### config.mk
export PLATFORM = sky130hd
export DESIGN_NAME = writeback_stage
export DESIGN_NICKNAME = d
export VERILOG_FILES = /design/src/rtl/writeback_stage.sv
export SDC_FILE = /design/constraint.sdc
export NUM_CORES = 1
export LEC_CHECK = 0
export CORE_UTILIZATION = 41
export CTS_CLUSTER_DIAMETER = 60
export DETAILED_ROUTE_END_ITERATION = 10
export GPL_TIMING_DRIVEN = 0
export HOLD_SLACK_MARGIN = 0.15
export PLACE_DENSITY = 0.8
export SYNTH_ARGS = -nofsm -noshare
export SYNTH_HDL_FRONTEND = slang
export SYNTH_SLANG_ARGS = --single-unit
export TNS_END_PERCENT = 1
### constraint.sdc
create_clock -name Clk -period 2.1 [get_ports Clk]
set_input_delay 0.315 -clock Clk [delete_from_list [all_inputs] [get_ports Clk]]
set_output_delay 0.315 -clock Clk [all_outputs]
set_load 0.02 [all_outputs]
### src/rtl/writeback_stage.sv
// Final pipeline stage: selects the result source, drives the registered
// register-file write bus and output port, and serializes SWAP into two writes.
module writeback_stage (
    input  logic        Clk,
    input  logic        Rst,
    input  logic        valid,
    input  logic        flush,
    input  logic        wb,
    input  logic        mem_to_reg,
    input  logic        in_op,
    input  logic        out_op,
    input  logic        swap,
    input  logic [15:0] alu_result,
    input  logic [15:0] alu_result2,
    input  logic [15:0] mem_data,
    input  logic [15:0] in_data,
    input  logic [2:0]  rdst_addr,
    input  logic [2:0]  rsrc_addr,
    output logic [19:0] writeback,
    output logic [15:0] out_port,
    output logic        stall_o
);

    localparam int unsigned DATA_W = 16;
    localparam int unsigned ADDR_W = 3;
    localparam int unsigned WB_W   = DATA_W + ADDR_W + 1;

    typedef enum logic [0:0] {
        NORMAL = 1'b0,
        SWAP2  = 1'b1
    } state_t;

    state_t              state;
    logic [DATA_W-1:0]   hold_data;
    logic [ADDR_W-1:0]   hold_addr;
    logic [DATA_W-1:0]   sel_data_c;
    logic                accept_c;

    // Result source select: input port beats memory beats ALU
    always_comb begin
        sel_data_c = alu_result;
        if (in_op) begin
            sel_data_c = in_data;
        end else if (mem_to_reg) begin
            sel_data_c = mem_data;
        end
    end

    assign accept_c = (state == NORMAL) && valid && !flush;

    // Stall is a pure decode of the state register, so it stays input-independent
    assign stall_o = (state == SWAP2);

    always_ff @(posedge Clk or negedge Rst) begin
        if (!Rst) begin
            state     <= NORMAL;
            writeback <= WB_W'(0);
            out_port  <= DATA_W'(0);
            hold_data <= DATA_W'(0);
            hold_addr <= ADDR_W'(0);
        end else begin
            case (state)
                NORMAL: begin
                    writeback <= WB_W'(0);
                    if (accept_c) begin
                        if (out_op) begin
                            out_port <= alu_result;
                        end
                        if (wb && swap) begin
                            writeback <= {1'b1, alu_result, rdst_addr};
                            hold_data <= alu_result2;
                            hold_addr <= rsrc_addr;
                            state     <= SWAP2;
                        end else if (wb) begin
                            writeback <= {1'b1, sel_data_c, rdst_addr};
                        end
                    end
                end
                SWAP2: begin
                    // Second SWAP write; every input, flush included, is ignored here
                    writeback <= {1'b1, hold_data, hold_addr};
                    state     <= NORMAL;
                end
                default: begin
                    writeback <= WB_W'(0);
                    state     <= NORMAL;
                end
            endcase
        end
    end

endmodule

==> metrics.md, run 1 <==
| Metric | Value |
|---|---|
| Number of buffers added by the clock tree synthesis step | 5 |
| Min setup slack post-route | 0.211 ns |
| Clock tree from TritonCTS | yes |
| Worst hold path endpoint | writeback[5] |
| Global-route wire length before repair | 9.80 mm |
| Number of antenna violations at the first check in global routing | 0 |
| Hold path startpoint | swap |
| Mapped cell area | 0.00253 mm2 |
| Post-synthesis register bit count | 56 |
| CP required | 2.29 ns |
| Cell area after layout | 0.00386 mm2 |
| Buffer cell driving the clock tree root | clkbuf_8 |
| FF-to-FF setup slack | 0.21 ns |
| Vias post-DR | 1952 |
| Crit end category | register |
| Standard-cell rows | 28 |
| Maximum clock frequency | 0.529 GHz |
| Chip width | 80.5 um |
| Post-Route Skew | 0.00267 ns |
| RSZ-0062 raised after global routing | false |
| Chain of cells forming the critical path | buf_2 -> nor3_2 -> buf_4 -> mux2_2 |
| Startpoint type of the worst setup path | register |
| Reg clk slew, reported paths | 0.09 ns |
| Vertical die dimension | 80.5 um |
| Worst slack after detailed placement | -0.0959 ns |
| Final TNS setup | 0 ns |
| Max-slew headroom | 0.593 |
| Crit Reg-Reg Endpoint | out_port[7] |
| CTS resizes | 0 |
| Final routed wire length divided by cell count | 16.6 um |
| Mapped Nets | 266 |
| PortBufs | 112 |
| # diodes | 0 |
| P_leak | 1.63 nW |
| Final Net Count | 387 |
| Core box area | 0.00592 mm2 |
| Max-slew violation count | 0 |
| WL final | 6.36 mm |
| Register area share after synthesis | 0.554 |
| Status | completed |
| Area of the die | 0.00648 mm2 |
| Final number of setup-violating endpoints | 0 |
| Reported max-cap violation count | 0 |
| Maximum single-stage delay on the critical path | 0.54 ns |
| Worst hold stages | 3 |
| Critical path type | reg2reg |
| Vias in the first global route | 2013 |
| Final estimated routing congestion in global placement | 0.727 |
| Layout overhead on the synthesized area | 52.6% |
| Number of fill cells | 497 |
| Number of iterations in the first detailed-routing pass | 4 |
| Transition at the pin with the smallest max-transition slack | 0.607 ns |
| Share of cells above drive strength 1 | 0.168 |
| DP Wirelength | 4.78 mm |
| Sum of buffers and inverters on the critical path | 2 |
| H-tree depth reported by CTS | 2 |
| Initial Utilization | 0.427 |
| Crit path DAT | 2.08 ns |
| Placed Instance Area | 0.00376 mm2 |
| Dominant delay contributor by cell family on the critical path | simple AND/OR/NAND/NOR gates |
| Final Hold Violating Endpoints | 0 |
| Peak fanout along the critical path | 10 |
| Residual antenna-violating net count after detailed routing | 0 |
| DRC violations left | 0 |
| Grt ovf | 0 |
| Post-layout min period | 1.89 ns |
| Post-synthesis cell count | 187 |
| Number of warnings printed during yosys synthesis | 0 |
| Final Core Density | 0.652 |
| Total Power Consumption | 2.60 mW |
| Cell area power density | 674 mW/mm2 |
| Post-synth cell types | 16 |
| Number of cells on the worst reg-to-reg path | 4 |
| Clock Latency Late Sink | 0.30 ns |
| Post-route clock period utilization | 0.900 |
| Syn avg cell area | 13.5 um2 |
| Mean number of vias per cell | 5.08 |
| I/O Pins | 116 |
| Worst-case clock buffer depth | 2 |
| Startpoint of the lowest-slack register-to-register path | stall_o |
| Pin count of the biggest net entering global routing | 34 |
| Slowest stage cell on the critical path | nor3_2 |
| Worst min-delay path class | in2reg |
| Violation count after the first detailed-routing iteration | 79 |
| Sink count of the clock tree | 56 |
| Global-route total usage across every layer | 0.208 |
| Worst-case vdd ir drop | 392 uV |
## Yosys cell counts (all sizes together)
master	count	area, um2
mux2i	16	160
and3b	1	8.76
nand2b	1	6.26
dfrtp	56	1400
or2	1	6.26
clkbuf	5	18.8
inv	1	3.75
nand2	8	30.0
a32oi	16	140
mux2	51	574
o21ai	19	95.1
buf	10	60.1
nor3	1	10.0
and4bb	1	12.5
## worst reg2reg max path, cell delays in order, from the launching register on
cell and delay, ns:
dfrtp_1 0.39, buf_2 0.16, nor3_2 0.54, buf_4 0.33, mux2_2 0.36
## state kept, by name, summed over array words and instances (netlist names)
signal     count
hold_addr      3
hold_data     16
out_port      16
stall_o        1
writeback     20
## routing by layer
metal / track usage / share of wire / vias to the layer above / wire length [um]
li1: - / - / 930 / -
met1: 0.259 / 0.42 / 946 / 2670
met2: 0.358 / 0.51 / 69 / 3250
met3: 0.0432 / 0.055 / 7 / 351
met4: 0.0661 / 0.013 / 0 / 83
met5: 0 / 0 / - / 0
## cell usage in the layout (no fill, tap or decap)
master,netlist,routed
a32oi_1,16,16
and3b_1,1,1
and4bb_1,1,1
buf_12,0,1
buf_2,6,7
buf_4,4,4
clkbuf_1,5,7
clkbuf_8,0,6
clkdlybuf4s50_1,0,111
dfrtp_1,56,56
dlygate4sd3_1,0,1
inv_1,1,1
mux2_1,19,19
mux2_2,32,32
mux2i_1,16,16
nand2_1,8,8
nand2b_1,1,1
nor3_2,1,1
o21ai_0,19,19
or2_2,1,1
## how the worst max path moves through the flow
stage / start / end / slack [ns] / cells after the start
after floorplan: stall_o / out_port[10] / 0.41 / 4
final: stall_o / out_port[7] / 0.21 / 4
after global placement: Rst / writeback[13] / -0.97 / 1
after CTS: stall_o / out_port[7] / 0.18 / 4
after detailed placement: flush / writeback[9] / -0.1 / 6
after global routing: stall_o / out_port[7] / 0.09 / 4
## area by class of cell
cell class | instances | area [um2] | share of cell area
Clock buffer | 8 | 90.1 | 0.0234
Sequential cell | 56 | 1400 | 0.363
Tap cell | 75 | 93.8 | 0.0243
Timing Repair Buffer | 114 | 1150 | 0.297
Multi-Input combinational cell | 115 | 1040 | 0.271
Buffer | 15 | 78.8 | 0.0204
Inverter | 1 | 3.75 | 0.000973
## cells by family after synthesis
| group | count (synthesis) | share of synthesized area |
|---|---|---|
| AOI/OAI and AO/OA | 35 | 0.0931 |
| buffers and inverters | 16 | 0.0327 |
| DFF | 56 | 0.554 |
| muxes | 67 | 0.291 |
| and+or+nand+nor | 13 | 0.0292 |
## where the power goes
part	switching, mW	leakage, nW	internal, mW
combinational	0.287	0.878	0.410
sequential	0.0776	0.704	1.24
clock	0.316	0.0455	0.270
## per-stage QoR
step	cells	hold slack, ns
after floorplan	187	0.0194
after global placement	374	0.462
after detailed placement	375	0.335
after CTS	384	0.391
after global routing	384	0.415
final	384	0.402
## repair_timing
item,4_1_cts,5_1_grt
hold endpoints to repair,23,0
hold buffers,1,0
buffers inserted,0,0
(Power assumes the default switching activity.)
==> inputs of run 2 (changes only) <==
SLEW_MARGIN = 20   (was default)
==> run 2 against run 1 <==
Count of clock-buffer cells in the layout did not move. Sequential cell count did not move. Cell count fell by 0.26%. Critical endpoint unchanged. Global-route usage fell by 0.31 points.
==> metrics.md, run 2 (synthesized netlist as in run 1, its figures left out) <==
| Metric | Value |
|---|---|
| Status | completed |
| Post-route clock period utilization | 0.914 |
| P_leak | 1.62 nW |
| Mean number of vias per cell | 5.05 |
| Share of total power in the clock network | 0.225 |
| Layout overhead on the synthesized area | 51.9% |
| Total Power Consumption | 2.59 mW |
| Vias in the first global route | 1986 |
| Switching part of the total | 0.261 |
| Most common cell after layout, fill and taps aside | clkdlybuf4s50_1 |
| Met2 usage in global routing | 0.343 |
| Worst min-delay path class | in2reg |
| Register name with the most flops | writeback |
| FF-to-FF setup slack | 0.18 ns |
| Worst-case vdd ir drop | 357 uV |
| Number of antenna violations at the first check in global routing | 0 |
| Core box area | 0.00592 mm2 |
| Chip width | 80.5 um |
| PortBufs | 112 |
| CTS resizes | 0 |
| Initial Utilization | 0.427 |
| DP Wirelength | 4.63 mm |
| Final number of setup-violating endpoints | 0 |
| Global-route wire length before repair | 9.72 mm |
| Reg clk slew, reported paths | 0.09 ns |
| Total internal power | 1.92 mW |
| Share of cells above drive strength 1 | 0.166 |
| Startpoint type of the worst setup path | register |
| Final Net Count | 386 |
| Hold path startpoint | swap |
| Fraction of power consumed by sequential logic | 0.508 |
| Peak fanout along the critical path | 10 |
| Standard-cell rows | 28 |
| DRC violations left | 0 |
| Number of iterations in the first detailed-routing pass | 4 |
| Crit Reg-Reg Endpoint | out_port[7] |
| Post-layout min period | 1.92 ns |
| Buffer cell driving the clock tree root | clkbuf_8 |
| Global routing usage on met3 | 0.0432 |
| Maximum clock frequency | 0.521 GHz |
| Pin count of the biggest net entering global routing | 57 |
| # diodes | 0 |
| Final estimated routing congestion in global placement | 0.727 |
| Max-slew violation count | 0 |
| Cell area power density | 676 mW/mm2 |
| Critical path type | reg2reg |
| Number of cells on the worst reg-to-reg path | 4 |
| Final Core Density | 0.649 |
| Final routed wire length divided by cell count | 16.5 um |
| Transition at the pin with the smallest max-transition slack | 0.703 ns |
| RSZ-0062 raised after global routing | false |
| Clock Latency Late Sink | 0.29 ns |
| Crit end category | register |
| Combinational fraction of design power | 0.267 |
| Startpoint of the lowest-slack register-to-register path | stall_o |
| Vertical die dimension | 80.5 um |
| Sink count of the clock tree | 56 |
| Crit path DAT | 2.10 ns |
| Number of flip-flops in the largest register | 20 |
| Met1 track demand over resource | 0.267 |
| Reported max-cap violation count | 0 |
| Max-slew headroom | 0.531 |
| Clock tree from TritonCTS | yes |
| Worst hold stages | 3 |
| Number of buffers added for setup after CTS | 0 |
| Largest regs | writeback: 20 flops, hold_data: 16 flops, out_port: 16 flops |
| Final Hold Violating Endpoints | 0 |
| Violation count after the first detailed-routing iteration | 98 |
| Number of buffers added by the clock tree synthesis step | 5 |
| Residual antenna-violating net count after detailed routing | 0 |
| H-tree depth reported by CTS | 2 |
| Post-Route Skew | 0.00227 ns |
| Global-route total usage across every layer | 0.205 |
| Vias post-DR | 1933 |
| Most used routing layer | met2 |
| Commonest cells after routing, fill and taps aside | clkdlybuf4s50_1, dfrtp_1, mux2_2 |
| Worst-case clock buffer depth | 2 |
| I/O Pins | 116 |
| Grt ovf | 0 |
| Worst hold path endpoint | writeback[8] |
| Area of the die | 0.00648 mm2 |
| CP required | 2.28 ns |
| Launch point of the critical path | stall_o |
| WL final | 6.34 mm |
| Net switching power of the design | 0.678 mW |
[run 2: cell count changes in the layout (fill, tap and decap cells not counted)]
cell	previous run	this run
buf_12	1	0
buf_2	7	6
buf_4	4	5
[run 2: layout make-up]
| class | count | area [um2] |
|---|---|---|
| Buffer | 15 | 78.8 |
| Clock buffer | 8 | 90.1 |
| Fill cell | 490 | 2080 |
| Inverter | 1 | 3.75 |
| Multi-Input combinational cell | 115 | 1040 |
| Sequential cell | 56 | 1400 |
| Tap cell | 75 | 93.8 |
| Timing Repair Buffer | 113 | 1130 |
[run 2: routing by layer]
| metal | routed length, um | share of wire |
|---|---|---|
| met4 | 41 | 0.0065 |
| met2 | 3170 | 0.50 |
| met1 | 2800 | 0.44 |
| met3 | 320 | 0.050 |
| met5 | 0 | 0 |
[run 2: worst max path at each step]
stage / endpoint / cells past startpoint
2_1_floorplan: out_port[10] / 4
3_3_place_gp: writeback[13] / 1
3_5_place_dp: out_port[7] / 5
4_1_cts: out_port[7] / 4
5_1_grt: out_port[7] / 4
6_report: out_port[7] / 4
[run 2: critical path, stage by stage, from the launching register on]
cell and delay [ns]:
dfrtp_1 0.38, buf_2 0.16, nor3_2 0.56, buf_4 0.34
mux2_2 0.36
[run 2: stage by stage]
stage | instance area [um2] | hold WS [ns] | TNS [ns] | worst slack, ns | instances
after global placement | 3740 | 0.462 | -55.46 | -0.975 | 374
final | 3840 | 0.397 | 0 | 0.181 | 383
after floorplan | 2530 | 0.0194 | 0 | 0.411 | 187
after global routing | 3840 | 0.416 | 0 | 0.115 | 383
after CTS | 3840 | 0.388 | 0 | 0.188 | 383
after detailed placement | 3740 | 0.411 | -1.31 | -0.0882 | 374
[run 2: timing repair]
| item | in CTS | in global routing |
|---|---|---|
| endpoints found under the hold margin | 56 | 0 |
| setup endpoints to repair | 0 | 0 |
| hold buffers | 1 | 0 |
[run 2: power groups by stage]
stage | clock network [mW] | logic [mW] | registers, mW
5_1_grt | 0.661 | 0.737 | 1.34
6_report | 0.584 | 0.693 | 1.32
3_5_place_dp | 0 | 0.699 | 1.34
4_1_cts | 0.608 | 0.702 | 1.32
2_1_floorplan | 0 | 0.212 | 1.43
3_3_place_gp | 0 | 0.685 | 1.33
